--- config.mk ---
export PLATFORM = sky130hd
export DESIGN_NAME = tff_count_ctrl_flat
export DESIGN_NICKNAME = d
export VERILOG_FILES = /design/src/rtl/tff_count_ctrl_if.sv /design/src/rtl/tff_count_ctrl.sv /design/src/flat_wrapper.sv
export SDC_FILE = /design/constraint.sdc
export NUM_CORES = 1
export LEC_CHECK = 0
export CORE_AREA = 2 2 53 55
export CTS_CLUSTER_SIZE = 10
export DETAILED_ROUTE_END_ITERATION = 8
export DIE_AREA = 0 0 55 57
export PLACE_DENSITY = 0.6
export SLEW_MARGIN = 20
export SYNTH_ARGS = -nofsm -noshare
export SYNTH_HDL_FRONTEND = slang
export SYNTH_SLANG_ARGS = --single-unit
--- constraint.sdc ---
create_clock -name clk -period 1.6 [get_ports clk]
set_input_delay 0.16 -clock clk [delete_from_list [all_inputs] [get_ports clk]]
set_output_delay 0.16 -clock clk [all_outputs]
set_load 0.05 [all_outputs]
--- src/rtl/tff_count_ctrl_if.sv ---
// Control-side handshake between a run requester and the T-FF counter sequencer.
// The requester drives start/stop/target; the sequencer reports status and the last sample.
interface tff_count_ctrl_if #(
    parameter int WIDTH = 4
);
    logic             start;
    logic             stop;
    logic [WIDTH-1:0] target;
    logic             busy;
    logic             done;
    logic             err;
    logic [WIDTH-1:0] count_snap;

    modport master (
        output start, stop, target,
        input  busy, done, err, count_snap
    );

    modport slave (
        input  start, stop, target,
        output busy, done, err, count_snap
    );
endinterface

--- src/rtl/tff_count_ctrl.sv ---
// Sequencer for an asynchronous T-flip-flop ripple counter: clears the chain, pulses T one
// count at a time, waits for the ripple to settle, and stops on a match with the latched target.
module tff_count_ctrl #(
    parameter int WIDTH  = 4,
    parameter int SETTLE = 2
) (
    input  logic                clk,
    input  logic                rst,
    tff_count_ctrl_if.slave     bus,
    input  logic [WIDTH-1:0]    cnt_q,
    output logic                t_en,
    output logic                cnt_rst
);

    localparam int SW = (SETTLE > 1) ? $clog2(SETTLE) : 1;
    localparam logic [SW-1:0]    SETTLE_LOAD = SW'(SETTLE - 1);
    localparam logic [WIDTH:0]   MAX_PULSES  = {1'b1, {WIDTH{1'b0}}};

    typedef enum logic [2:0] {
        S_IDLE,
        S_CLEAR,
        S_WAIT,
        S_CHECK,
        S_PULSE,
        S_DONE,
        S_ERR
    } state_t;

    state_t             state_q, state_d;
    logic [SW-1:0]      settle_q, settle_d;
    logic [WIDTH:0]     pulse_q, pulse_d;
    logic [WIDTH-1:0]   target_q, target_d;
    logic [WIDTH-1:0]   snap_q, snap_d;

    always_comb begin
        state_d  = state_q;
        settle_d = settle_q;
        pulse_d  = pulse_q;
        target_d = target_q;
        snap_d   = snap_q;

        case (state_q)
            S_IDLE: begin
                if (bus.start && !bus.stop) begin
                    target_d = bus.target;
                    pulse_d  = '0;
                    state_d  = S_CLEAR;
                end
            end
            S_CLEAR: begin
                settle_d = SETTLE_LOAD;
                state_d  = S_WAIT;
            end
            S_WAIT: begin
                // Counter is preloaded with SETTLE-1, so WAIT lasts exactly SETTLE cycles.
                if (settle_q == '0) begin
                    state_d = S_CHECK;
                end else begin
                    settle_d = settle_q - SW'(1);
                end
            end
            S_CHECK: begin
                snap_d = cnt_q;
                if (cnt_q == target_q) begin
                    state_d = S_DONE;
                end else if (pulse_q == MAX_PULSES) begin
                    state_d = S_ERR;
                end else begin
                    state_d = S_PULSE;
                end
            end
            S_PULSE: begin
                pulse_d  = pulse_q + (WIDTH + 1)'(1);
                settle_d = SETTLE_LOAD;
                state_d  = S_WAIT;
            end
            S_DONE:  state_d = S_IDLE;
            S_ERR:   state_d = S_IDLE;
            default: state_d = S_IDLE;
        endcase

        // An abort leaves the previous sample visible rather than capturing a partial ripple.
        if (state_q != S_IDLE && bus.stop) begin
            state_d = S_IDLE;
            snap_d  = snap_q;
        end
    end

    always_ff @(posedge clk) begin
        if (rst) begin
            state_q  <= S_IDLE;
            settle_q <= '0;
            pulse_q  <= '0;
            target_q <= '0;
            snap_q   <= '0;
        end else begin
            state_q  <= state_d;
            settle_q <= settle_d;
            pulse_q  <= pulse_d;
            target_q <= target_d;
            snap_q   <= snap_d;
        end
    end

    // The chain is also held clear while the controller itself sits in reset.
    assign cnt_rst        = rst || (state_q == S_CLEAR);
    assign t_en           = (state_q == S_PULSE);
    assign bus.busy       = (state_q != S_IDLE);
    assign bus.done       = (state_q == S_DONE);
    assign bus.err        = (state_q == S_ERR);
    assign bus.count_snap = snap_q;

endmodule

--- src/flat_wrapper.sv ---
// flat-port wrapper written by rule: the top's interface ports become plain ports
module tff_count_ctrl_flat 
#(
    parameter int WIDTH  = 4,
    parameter int SETTLE = 2
)
  (clk, rst, cnt_q, t_en, cnt_rst, bus_start, bus_stop, bus_target, bus_busy, bus_done, bus_err, bus_count_snap);
  tff_count_ctrl_if #(.WIDTH(WIDTH)) bus_i ();
  input  logic clk;
  input  logic rst;
  input  logic [WIDTH-1:0] cnt_q;
  output logic t_en;
  output logic cnt_rst;
  input wire logic [$bits(bus_i.start)-1:0] bus_start;
  input wire logic [$bits(bus_i.stop)-1:0] bus_stop;
  input wire logic [$bits(bus_i.target)-1:0] bus_target;
  output wire logic [$bits(bus_i.busy)-1:0] bus_busy;
  output wire logic [$bits(bus_i.done)-1:0] bus_done;
  output wire logic [$bits(bus_i.err)-1:0] bus_err;
  output wire logic [$bits(bus_i.count_snap)-1:0] bus_count_snap;
  assign bus_i.start = bus_start;
  assign bus_i.stop = bus_stop;
  assign bus_i.target = bus_target;
  assign bus_busy = bus_i.busy;
  assign bus_done = bus_i.done;
  assign bus_err = bus_i.err;
  assign bus_count_snap = bus_i.count_snap;
  tff_count_ctrl #(.WIDTH(WIDTH), .SETTLE(SETTLE)) u_core (.clk(clk), .rst(rst), .bus(bus_i), .cnt_q(cnt_q), .t_en(t_en), .cnt_rst(cnt_rst));
endmodule
==> results.md <==
- After synthesis, the most frequently instantiated cells are dfxtp_1 (17), nor2_1 (12), a21oi_1 (9), nand2_1 (9), o21ai_0 (8).
- The post-route netlist has a little under a fifth of its cells at a drive strength greater than 1.
- Along the worst path, the maximum fanout reaches 12.
- IR analysis of the VDD net gives a maximum drop of around 0.4 mV.
- Entering global routing, the biggest net connects 14 pins.
- The worst setup path is captured at a primary output.
- Once the floorplan was initialized, standard cells occupied between 30 and 40% of the core.
- 21 I/O pins were placed.
- The max-slew violation total from the final report is 0.
- The floorplan has 19 rows.
- For the worst-skew pair, the clock arrives at the later sink with an insertion delay of between 0.2 and 0.3 ns.
- STA puts the critical path data required time at approximately 1.4 ns.
- The number of antenna-violating nets in the routed design is 0.
- The number of nets handed over by synthesis was 119.
- After synthesis, flip-flops and latches occupy between 30% and 40% of the total area.
- The hold violation count in the final report was 0.
- For the final database, setup skew stands at 0.00214 ns.
- For the finished layout, the period the worst path requires is 1.49 ns.
- dfxtp_1 takes more of the synthesized area than any other cell.
- The number of global-route vias before repair is just over 700.
- The total power per unit cell area is approximately 680 mW/mm2.
- The worst-case setup margin in the final layout is around 0.11 ns.
- Summing internal, switching and leakage power gives 790 uW.
- The die area is ~0.0031 mm2.
- The worst setup slack before clock tree synthesis is between 0.15 and 0.2 ns.
- The number of standard cells after synthesis is between 100 and 150.
- The layout filler cell count is 266.
- The global route total overflow is 0.
- The die is between 50 and 60 um wide.
- The count of TritonRoute iterations in the first routing pass is 4.
- The startpoint-to-endpoint class of the critical path is flip-flop to primary output.
- The cell area that synthesis handed to floorplanning was around 870 um2.
- The final-layout setup total negative slack is 0 ns.
- The initial antenna violation count is 0.
- The top achievable clock speed is 671 MHz.
- After synthesis, the share of flip-flops with an asynchronous set or reset is 0%.
- The die is ~57 um tall.
- The slew of the pin with the lowest slew margin is 0.264 ns.
- Buffers inserted during clock tree synthesis total 3.
- Setup violations remaining at the end of the flow were counted as 0.
- The Yosys step of the flow raised 0 warnings.
- Setup repair after global routing left no endpoint under its margin.
- The vias per cell is slightly above 5.
- In this run the static leakage power is 0.455 nW.
- On the worst path, the slowest cell contributes a delay of 0.40 ns.
- The tool flagged a number of max-cap violations equal to 0.
- After detailed routing, the number of remaining DRC violations is 0.
- The routed layout has 790 vias.
- The final layout contains routed wiring with a total length of about 1900 um.
- The library cell used as clock root buffer is clkbuf_4.
- The placed wire-length estimate is roughly 1400 um.
- Walking the worst path, the cells encountered are nor2_1 > and2_1 > buf_12.
- The final worst-path cycle share is approximately 93%.
- The worst min-delay path category is primary input to flip-flop.
- The slowest stage of the critical path belongs to the cell dfxtp_2.
- The area of the core is 0.00262 mm2.
- Dividing the detail-routed wire length by the instance count gives approximately 12 um.
- The endpoint arrival time on the critical path is 1.33 ns.
- The post-CTS clock slew at the launch and capture registers of the worst setup and hold paths is about 0.10 ns.
- The share of the synthesized area in the top cell type is 38.9%.
- The average cell area after synthesis is 8.33 um2.
- The startpoint class of the critical path is a flip-flop.
- Routability-driven placement finished with a final weighted congestion of 0.742.
- The maximum buffer depth of the clock tree is 2.
- Yosys instantiated no cell more often than dfxtp_1.
- Synthesis inferred 17 register bits.
- The unique cell type count in the Yosys netlist is 33.
- The global-route usage over all layers is a little over an eighth.
- Among all flip-flop cells after synthesis, the most frequent one is dfxtp_1.
- For this design, the CTS-stage hold fixing added 0 buffers.
- The first global-routing pass estimated between 3000 and 4000 um of wire.
- The total area of multi-input combinational cells is a little under 500 um2.
- Yosys mapped a number of flops with a built-in enable equal to 0.
- The utilization after layout is 44.3%.
- The tree built by TritonCTS fans out to 17 sinks.
- The total of buffers placed on input and output ports is 20.
- The run finished with clean final reports.
- TritonCTS built the clock tree.
- For the worst flop-to-flop path, the logic depth is 4.
- The number of antenna repair diodes is 0.
- The iteration-0 DRC count of the detailed router is 15.
- Registers take ~340 um2.
- The number of levels the H-tree was split into is 1.
- After synthesis, the cell types taking the most area are dfxtp_1 (39%), mux2i_1 (5.7%), a21oi_1 (5.2%).
- The net count of the finished layout is 140.
- Headroom to the max-slew limit came out at between 80 and 90%.
- From synthesis to final layout, the design area changed by 32.3%.
- The hold-critical path depth is 3.
-- report_power, final --
part / switching, mW / internal, mW
combinational: 0.0525 / 0.0642
clock: 0.138 / 0.0928
sequential: 0.0108 / 0.432
total: 0.201 / 0.589
-- cells in the final DEF (no fill, tap or decap), types with 2 or more instances in the layout --
cell and instances:
and2_1 3, nor2_1 12, buf_4 8, nand2_1 9
mux2i_1 5, buf_12 4, nand3b_1 2, clkbuf_4 3
inv_1 3, clkdlybuf4s50_1 11, ha_1 2, a21oi_1 9
nand3_1 4, dfxtp_2 3, xnor2_1 5, o21ai_0 8
and3b_1 2, nor3_1 2, dfxtp_1 14, nor4_1 2
-- stage by stage --
stage               instance area (um2)  hold WS [ns]  instances
global route                       1160         0.471        156
finish                             1160         0.468        156
CTS                                1160         0.458        156
global placement                   1130         0.468        152
floorplan                           875         0.296        105
detailed placement                 1130         0.474        152
-- flip-flops by register name, indices dropped and copies added (netlist names) --
register,count
u_core.pulse_q,5
u_core.bus.count_snap,4
u_core.target_q,4
u_core.state_q,3
u_core.settle_q,1
-- final timing paths --
path	start	endpoint	slack [ns]
worst max register to register	u_core.state_q[2]	u_core.target_q[0]	0.30
worst max-delay path	u_core.state_q[0]	t_en	0.11
worst min-delay path	bus_target[1]	u_core.target_q[1]	0.47
worst min register to register	u_core.bus.count_snap[0]	u_core.bus.count_snap[0]	0.49
-- metal layers --
metal | part of all wire [%] | track usage (%)
met1 | 48 | 18.6
met2 | 47 | 18.4
met3 | 4.3 | 2.36
met4 | 0.91 | 6.62
met5 | 0 | 0
-- layout make-up --
type | count | area share [%]
well taps | 31 | 3.35
repair buffers | 23 | 21.6
inverters | 3 | 0.973
clock buffers | 3 | 1.95
clock inverters | 1 | 0.432
flip-flops and latches | 17 | 29.7
multi-input cells | 78 | 41.9
-- worst max-delay path: cells and delay by family (launching register included) --
kind	cells	cell delay [ns]
flip-flops	1	0.40
AND/OR/NAND/NOR	2	0.46
buffers and inverters	1	0.17
-- cells by family (layout without fill, tap and decap cells) --
kind of cell / after synthesis / count (layout) / share of synthesized area [%]
buffers and inverters: 10 / 30 / 5.58
muxes: 5 / 5 / 5.72
DFF: 17 / 17 / 38.9
AOI/OAI and AO/OA: 20 / 20 / 12.6
and+or+nand+nor: 46 / 46 / 29.3
adders and majority gates: 2 / 2 / 2.86
xor gates and xnor gates: 5 / 5 / 5.01
-- what timing repair did --
| item | in CTS | in global routing |
|---|---|---|
| resized for setup | 3 | 1 |
| setup buffers | 0 | 0 |
| endpoints found under the setup margin | 2 | 1 |
Note: power is estimated with default switching activity, not from simulation.
